--- src/rtl/me1_addrphase_t.sv ---
// me1_addrphase_t: address-phase stage of load/store port 2.
// Register A holds the op currently presented on the AHB-Lite address phase;
// register D (r_me2_*) holds the op whose data phase ME2 is running.
//
// Handshake: ex_valid/ex_ready is a strict valid/ready pair. An op moves on a
// rising edge where both are high; ex_ready never depends on ex_valid, and
// upstream keeps the op stable while ex_valid is high and ex_ready is low.
module me1_addrphase_t #(
  parameter logic [3:0] HPROT_VAL = 4'h1
) (
  input  logic        CLK,
  input  logic        RST,
  input  logic        ex_valid,
  output logic        ex_ready,
  input  logic [3:0]  ex_memop,
  input  logic [31:0] ex_addr,
  input  logic [31:0] ex_wdata,
  output logic [31:0] ldst2_ahb_HADDR,
  output logic [1:0]  ldst2_ahb_HTRANS,
  output logic        ldst2_ahb_HWRITE,
  output logic [2:0]  ldst2_ahb_HSIZE,
  output logic [2:0]  ldst2_ahb_HBURST,
  output logic [3:0]  ldst2_ahb_HPROT,
  input  logic        ldst2_ahb_HREADY,
  input  logic        ldst2_ahb_HRESP,
  output logic [1:0]  r_me2_alu_Q,
  output logic [3:0]  r_me2_memop_Q,
  output logic [31:0] r_me2_wtdat_Q,
  output logic        me1_misalign,
  output logic        me1_buserr
);

  localparam logic [0:0] ST_RUN  = 1'b0;
  localparam logic [0:0] ST_ERR2 = 1'b1;

  logic [0:0]  state;

  // Address-phase register A
  logic        a_valid;
  logic [31:0] a_addr;
  logic [3:0]  a_memop;
  logic [31:0] a_wdata;
  logic [1:0]  a_size;
  logic        a_write;

  // Decode of the incoming op
  logic        op_ok;
  logic        op_store;
  logic [1:0]  op_size;
  logic        op_misalign;
  logic [31:0] op_lane;
  logic        accept;
  logic        load_a;
  logic        err_start;

  // Classify the incoming memop; undefined encodings behave like "none".
  always_comb begin
    op_ok    = 1'b1;
    op_store = 1'b0;
    op_size  = 2'd0;
    case (ex_memop)
      4'h1: begin op_store = 1'b1; op_size = 2'd0; end
      4'h2: begin op_store = 1'b1; op_size = 2'd1; end
      4'h3: begin op_store = 1'b1; op_size = 2'd2; end
      4'h9, 4'hA: op_size = 2'd0;
      4'hB, 4'hC: op_size = 2'd1;
      4'hD:       op_size = 2'd2;
      default:    op_ok = 1'b0;
    endcase
  end

  // Alignment by access size (halfword loads share the store rule) and
  // store-lane placement; loads carry no write data.
  always_comb begin
    op_misalign = 1'b0;
    if (op_ok) begin
      if (op_size == 2'd1) op_misalign = ex_addr[0];
      if (op_size == 2'd2) op_misalign = (ex_addr[1:0] != 2'b00);
    end
    op_lane = 32'd0;
    if (op_store) begin
      case (op_size)
        2'd0:    op_lane = {24'd0, ex_wdata[7:0]}  << {ex_addr[1:0], 3'b000};
        2'd1:    op_lane = {16'd0, ex_wdata[15:0]} << {ex_addr[1:0], 3'b000};
        default: op_lane = ex_wdata;
      endcase
    end
  end

  assign ex_ready  = (state == ST_RUN) && (!a_valid || ldst2_ahb_HREADY);
  assign accept    = ex_valid && ex_ready;
  assign load_a    = accept && op_ok && !op_misalign;
  assign err_start = (state == ST_RUN) && ldst2_ahb_HRESP && !ldst2_ahb_HREADY;

  // Error FSM: first HRESP cycle enters ERR2, the HREADY edge returns to RUN.
  always_ff @(posedge CLK or negedge RST) begin
    if (!RST)                                       state <= ST_RUN;
    else if (err_start)                             state <= ST_ERR2;
    else if (state == ST_ERR2 && ldst2_ahb_HREADY)  state <= ST_RUN;
  end

  // Register A: cancelled by an error, replaced on accept, emptied on advance.
  always_ff @(posedge CLK or negedge RST) begin
    if (!RST) begin
      a_valid <= 1'b0;
      a_addr  <= 32'd0;
      a_memop <= 4'd0;
      a_wdata <= 32'd0;
      a_size  <= 2'd0;
      a_write <= 1'b0;
    end else if (err_start) begin
      a_valid <= 1'b0;
    end else if (accept) begin
      a_valid <= load_a;
      if (load_a) begin
        a_addr  <= ex_addr;
        a_memop <= ex_memop;
        a_wdata <= op_lane;
        a_size  <= op_size;
        a_write <= op_store;
      end
    end else if (ldst2_ahb_HREADY) begin
      a_valid <= 1'b0;
    end
  end

  // Register D: advances only on HREADY; an empty A or the end of an error
  // leaves a bubble (memop 0) for the data phase.
  always_ff @(posedge CLK or negedge RST) begin
    if (!RST) begin
      r_me2_alu_Q   <= 2'd0;
      r_me2_memop_Q <= 4'd0;
      r_me2_wtdat_Q <= 32'd0;
    end else if (ldst2_ahb_HREADY) begin
      if (state == ST_RUN && a_valid) begin
        r_me2_alu_Q   <= a_addr[1:0];
        r_me2_memop_Q <= a_memop;
        r_me2_wtdat_Q <= a_wdata;
      end else begin
        r_me2_alu_Q   <= 2'd0;
        r_me2_memop_Q <= 4'd0;
        r_me2_wtdat_Q <= 32'd0;
      end
    end
  end

  // One-cycle status pulses.
  always_ff @(posedge CLK or negedge RST) begin
    if (!RST) begin
      me1_misalign <= 1'b0;
      me1_buserr   <= 1'b0;
    end else begin
      me1_misalign <= accept && op_ok && op_misalign;
      me1_buserr   <= (state == ST_ERR2) && ldst2_ahb_HREADY;
    end
  end

  assign ldst2_ahb_HADDR  = a_addr;
  assign ldst2_ahb_HTRANS = a_valid ? 2'b10 : 2'b00;
  assign ldst2_ahb_HWRITE = a_write;
  assign ldst2_ahb_HSIZE  = {1'b0, a_size};
  assign ldst2_ahb_HBURST = 3'b000;
  assign ldst2_ahb_HPROT  = HPROT_VAL;

endmodule

--- config.mk ---
export PLATFORM = sky130hd
export DESIGN_NAME = me1_addrphase_t
export DESIGN_NICKNAME = d
export VERILOG_FILES = /design/src/rtl/me1_addrphase_t.sv
export SDC_FILE = /design/constraint.sdc
export NUM_CORES = 1
export LEC_CHECK = 0
export BUFFER_PORTS_ARGS = -buffer_cell sky130_fd_sc_hd__buf_2
export CAP_MARGIN = 40
export CORE_AREA = 2 2 95 143
export DETAILED_ROUTE_END_ITERATION = 8
export DIE_AREA = 0 0 97 145
export GPL_ROUTABILITY_DRIVEN = 0
export PLACE_DENSITY_LB_ADDON = 0.25
export SLEW_MARGIN = 30
export SYNTH_ARGS = -nofsm -noshare
export SYNTH_HDL_FRONTEND = slang
export SYNTH_SLANG_ARGS = --single-unit
--- constraint.sdc ---
create_clock -name CLK -period 2.95 [get_ports CLK]
set_clock_uncertainty 0.05 [all_clocks]
set_input_delay 0.295 -clock CLK [delete_from_list [all_inputs] [get_ports CLK]]
set_output_delay 0.295 -clock CLK [all_outputs]
set_load 0.05 [all_outputs]
==> flow_summary.ini <==
[sta]
tightest_slew_ns = 0.752
hold_ws_ns = 0.0501
tns_ns = 0
grt_setup_unrepaired = no
hold_violations = 0
drv_slew = 0
slew_headroom_pct = 49.7
period_share_pct = 78.0
min_period_ns = 2.30
setup_slack_ns = 0.648
setup_viol = 0
fmax_mhz = 434

[setup_path]
cp-startpoint = state
cp-end-kind = flip-flop
r2r-start = state
path_cells = nand3b_1 > or4_4 > o41ai_2
r2r_cells = 3
cp_max_fo = 16
worstPathRequired_ns = 3.19
reg2reg_to = a_wdata[16]
startpoint_type = flip-flop
worst-r2r-setup-slack_ns = 0.65
critical_path_arrival_ns = 2.54
crit_path_top_delay_cell = or4_4
max_stage_delay_ns = 0.79
crit_type = flip-flop to flip-flop

[route]
dr_total_vias = 3752
vias_per_cell = 5.37
dr.pass1.iters = 4
drt_first_iter_violations = 278
wl_per_cell_um = 18.6
drc = 0
wl_mm = 13.0
final_antenna_net_count = 0

[place]
place_hpwl_mm = 9.27
portBuffers = 149
post-place-ws_ns = 0.575

[layout]
nets = 601
final_common_cell = buf_2
final_layout_size_suffix_gt1_share_pct = 42.7
areaGrowthSynthToFinish_pct = 28.3
most-common-layout-cells = buf_2 (148), dfrtp_1 (113), a22o_1 (46)
final_util_pct = 50.7

[yosys]
synth_mux_area_share_pct = 11.8
postSynthCellCount = 389
synth_top_family_by_area = compound AO/OA/AOI/OAI gates
ys_seq_elements = 113
yosysSeqAreaShare_pct = 55.7
yosysUniqueCellTypes = 48
syn_area_um2 = 5070
synth-compound-area-share_pct = 18.4
synth_edf_count = 0
yosys_warnings = 0
synth_flop_cell = dfrtp_1
yosys.area_share.xor_xnor_pct = 0
avgSynthCellArea_um2 = 13.0
async_flop_share_pct = 100
synth-adder-area-share_pct = 0
yosys.area_share.simple_pct = 7.18

[cts]
htree_levels = 4
clkSinkCount = 113
path_clk_slew_ns = 0.05
clock_path_buffers = 2
numCtsBuffers = 17
cts_resized = 0
cts-root-buf = clkbuf_16
insertion_delay_ns = 0.40
cts_tree = yes

[pwr]
vdd_drop_max_v = 0.000446
leakage_nw = 3.19
p_per_area_nw_per_um2 = 807

[grt]
globalRouteMet2Util_pct = 30.3
grt_max_degree = 61
grt_overflow_total = 0
busiest_layer = met2
grt_pass1_wl_mm = 20.9
grt_use_met3_pct = 6.07
grt_pass1_vias = 3838
antenna_found_initial = 2
use_met1_pct = 24.3
grt_util_all_layers_pct = 19.0

[worst_hold_path]
holdCritStartpoint = ldst2_ahb_HREADY
min_to = state
hold_class = primary input to flip-flop
whs_path_depth = 2

[die]
rows = 51
core_area_um2 = 12800
die-area_um2 = 14100
die_w_um = 97
ioPinCount = 159
initial_core_util_pct = 39.5
die_y_um = 145

[outcome]
outcome = finished, final reports clean

[flow_run]
drv_cap = 0
## logic make-up (layout without fill, tap and decap cells)
kind of cell,after synthesis,count (layout)
flops,113,113
compound gates,97,97
buf+inv,63,206
simple gates,60,60
mux,54,54
other cells,2,10
## stage by stage
step	area (µm²)	cells	power, mW
4_1_cts	6460	696	5.30
2_1_floorplan	5100	396	2.88
5_1_grt	6510	699	5.47
6_report	6510	699	5.25
3_5_place_dp	5860	665	3.23
3_3_place_gp	5860	665	3.20
## how the worst max path moves through the flow
stage	end	slack (ns)	depth (start not counted)
2_1_floorplan	a_size[0]	0.93	8
5_1_grt	a_wdata[16]	0.53	3
4_1_cts	a_wdata[16]	0.65	3
3_3_place_gp	ldst2_ahb_HADDR[0]	0.66	5
6_report	a_wdata[16]	0.65	3
3_5_place_dp	ldst2_ahb_HADDR[0]	0.57	5
## routing by layer
layer | up-vias | part of all wire [%] | wire, µm
met2 | 175 | 48 | 6300
met5 | - | 0 | 0
li1 | 1725 | - | -
met3 | 21 | 8.0 | 1040
met1 | 1831 | 42 | 5410
met4 | 0 | 2.0 | 265
## synth_stat cells, drive strengths merged (3+ instances only)
| cell type | n | share of area (%) |
|---|---|---|
| o41ai | 16 | 3.9 |
| nand3b | 3 | 0.69 |
| nand2 | 9 | 0.67 |
| a221oi | 16 | 2.8 |
| mux2 | 46 | 10 |
| nor2 | 14 | 1.1 |
| nor3 | 8 | 0.79 |
| a22o | 46 | 7.9 |
| nand3 | 9 | 0.89 |
| clkbuf | 14 | 1.0 |
| o32ai | 8 | 1.4 |
| inv | 19 | 1.4 |
| dfrtp | 113 | 56 |
| a21oi | 3 | 0.37 |
| mux2i | 8 | 1.6 |
| buf | 30 | 4.3 |
## layout make-up
cell class	count	area [µm²]
flip-flops and latches	113	2830
repair buffers	157	872
well taps	159	199
inverters	19	71.3
diodes	1	2.50
fillers	1143	6320
clock inverters	10	136
clock buffers	20	457
multi-input cells	220	1940
## flip-flops by register name (all words and copies together) (netlist names)
name	flops
state	1
r_me2_wtdat_Q	32
me1_buserr	1
r_me2_memop_Q	4
a_memop	4
ldst2_ahb_HWRITE	1
ldst2_ahb_HADDR	32
a_wdata	32
a_valid	1
a_size	2
me1_misalign	1
r_me2_alu_Q	2
## power breakdown
group | switching, mW | leakage (nW) | internal (mW) | total [mW]
combinational | 0.928 | 1.42 | 0.356 | 1.28
clock | 0.688 | 0.284 | 1.36 | 2.04
sequential | 0.127 | 1.48 | 1.79 | 1.92
total | 1.74 | 3.19 | 3.51 | 5.25
## worst max-delay path: cells and delay by family, from the launching register on
family,cells,cell delay [ns]
compound gates,1,0.39
flops,1,0.44
simple gates,2,1.30
## timing repair
item | CTS | global route
setup buffers | 0 | 0
hold endpoints to repair | 53 | 0
hold buffers | 1 | 0
Power figures use the tool's default switching activity.
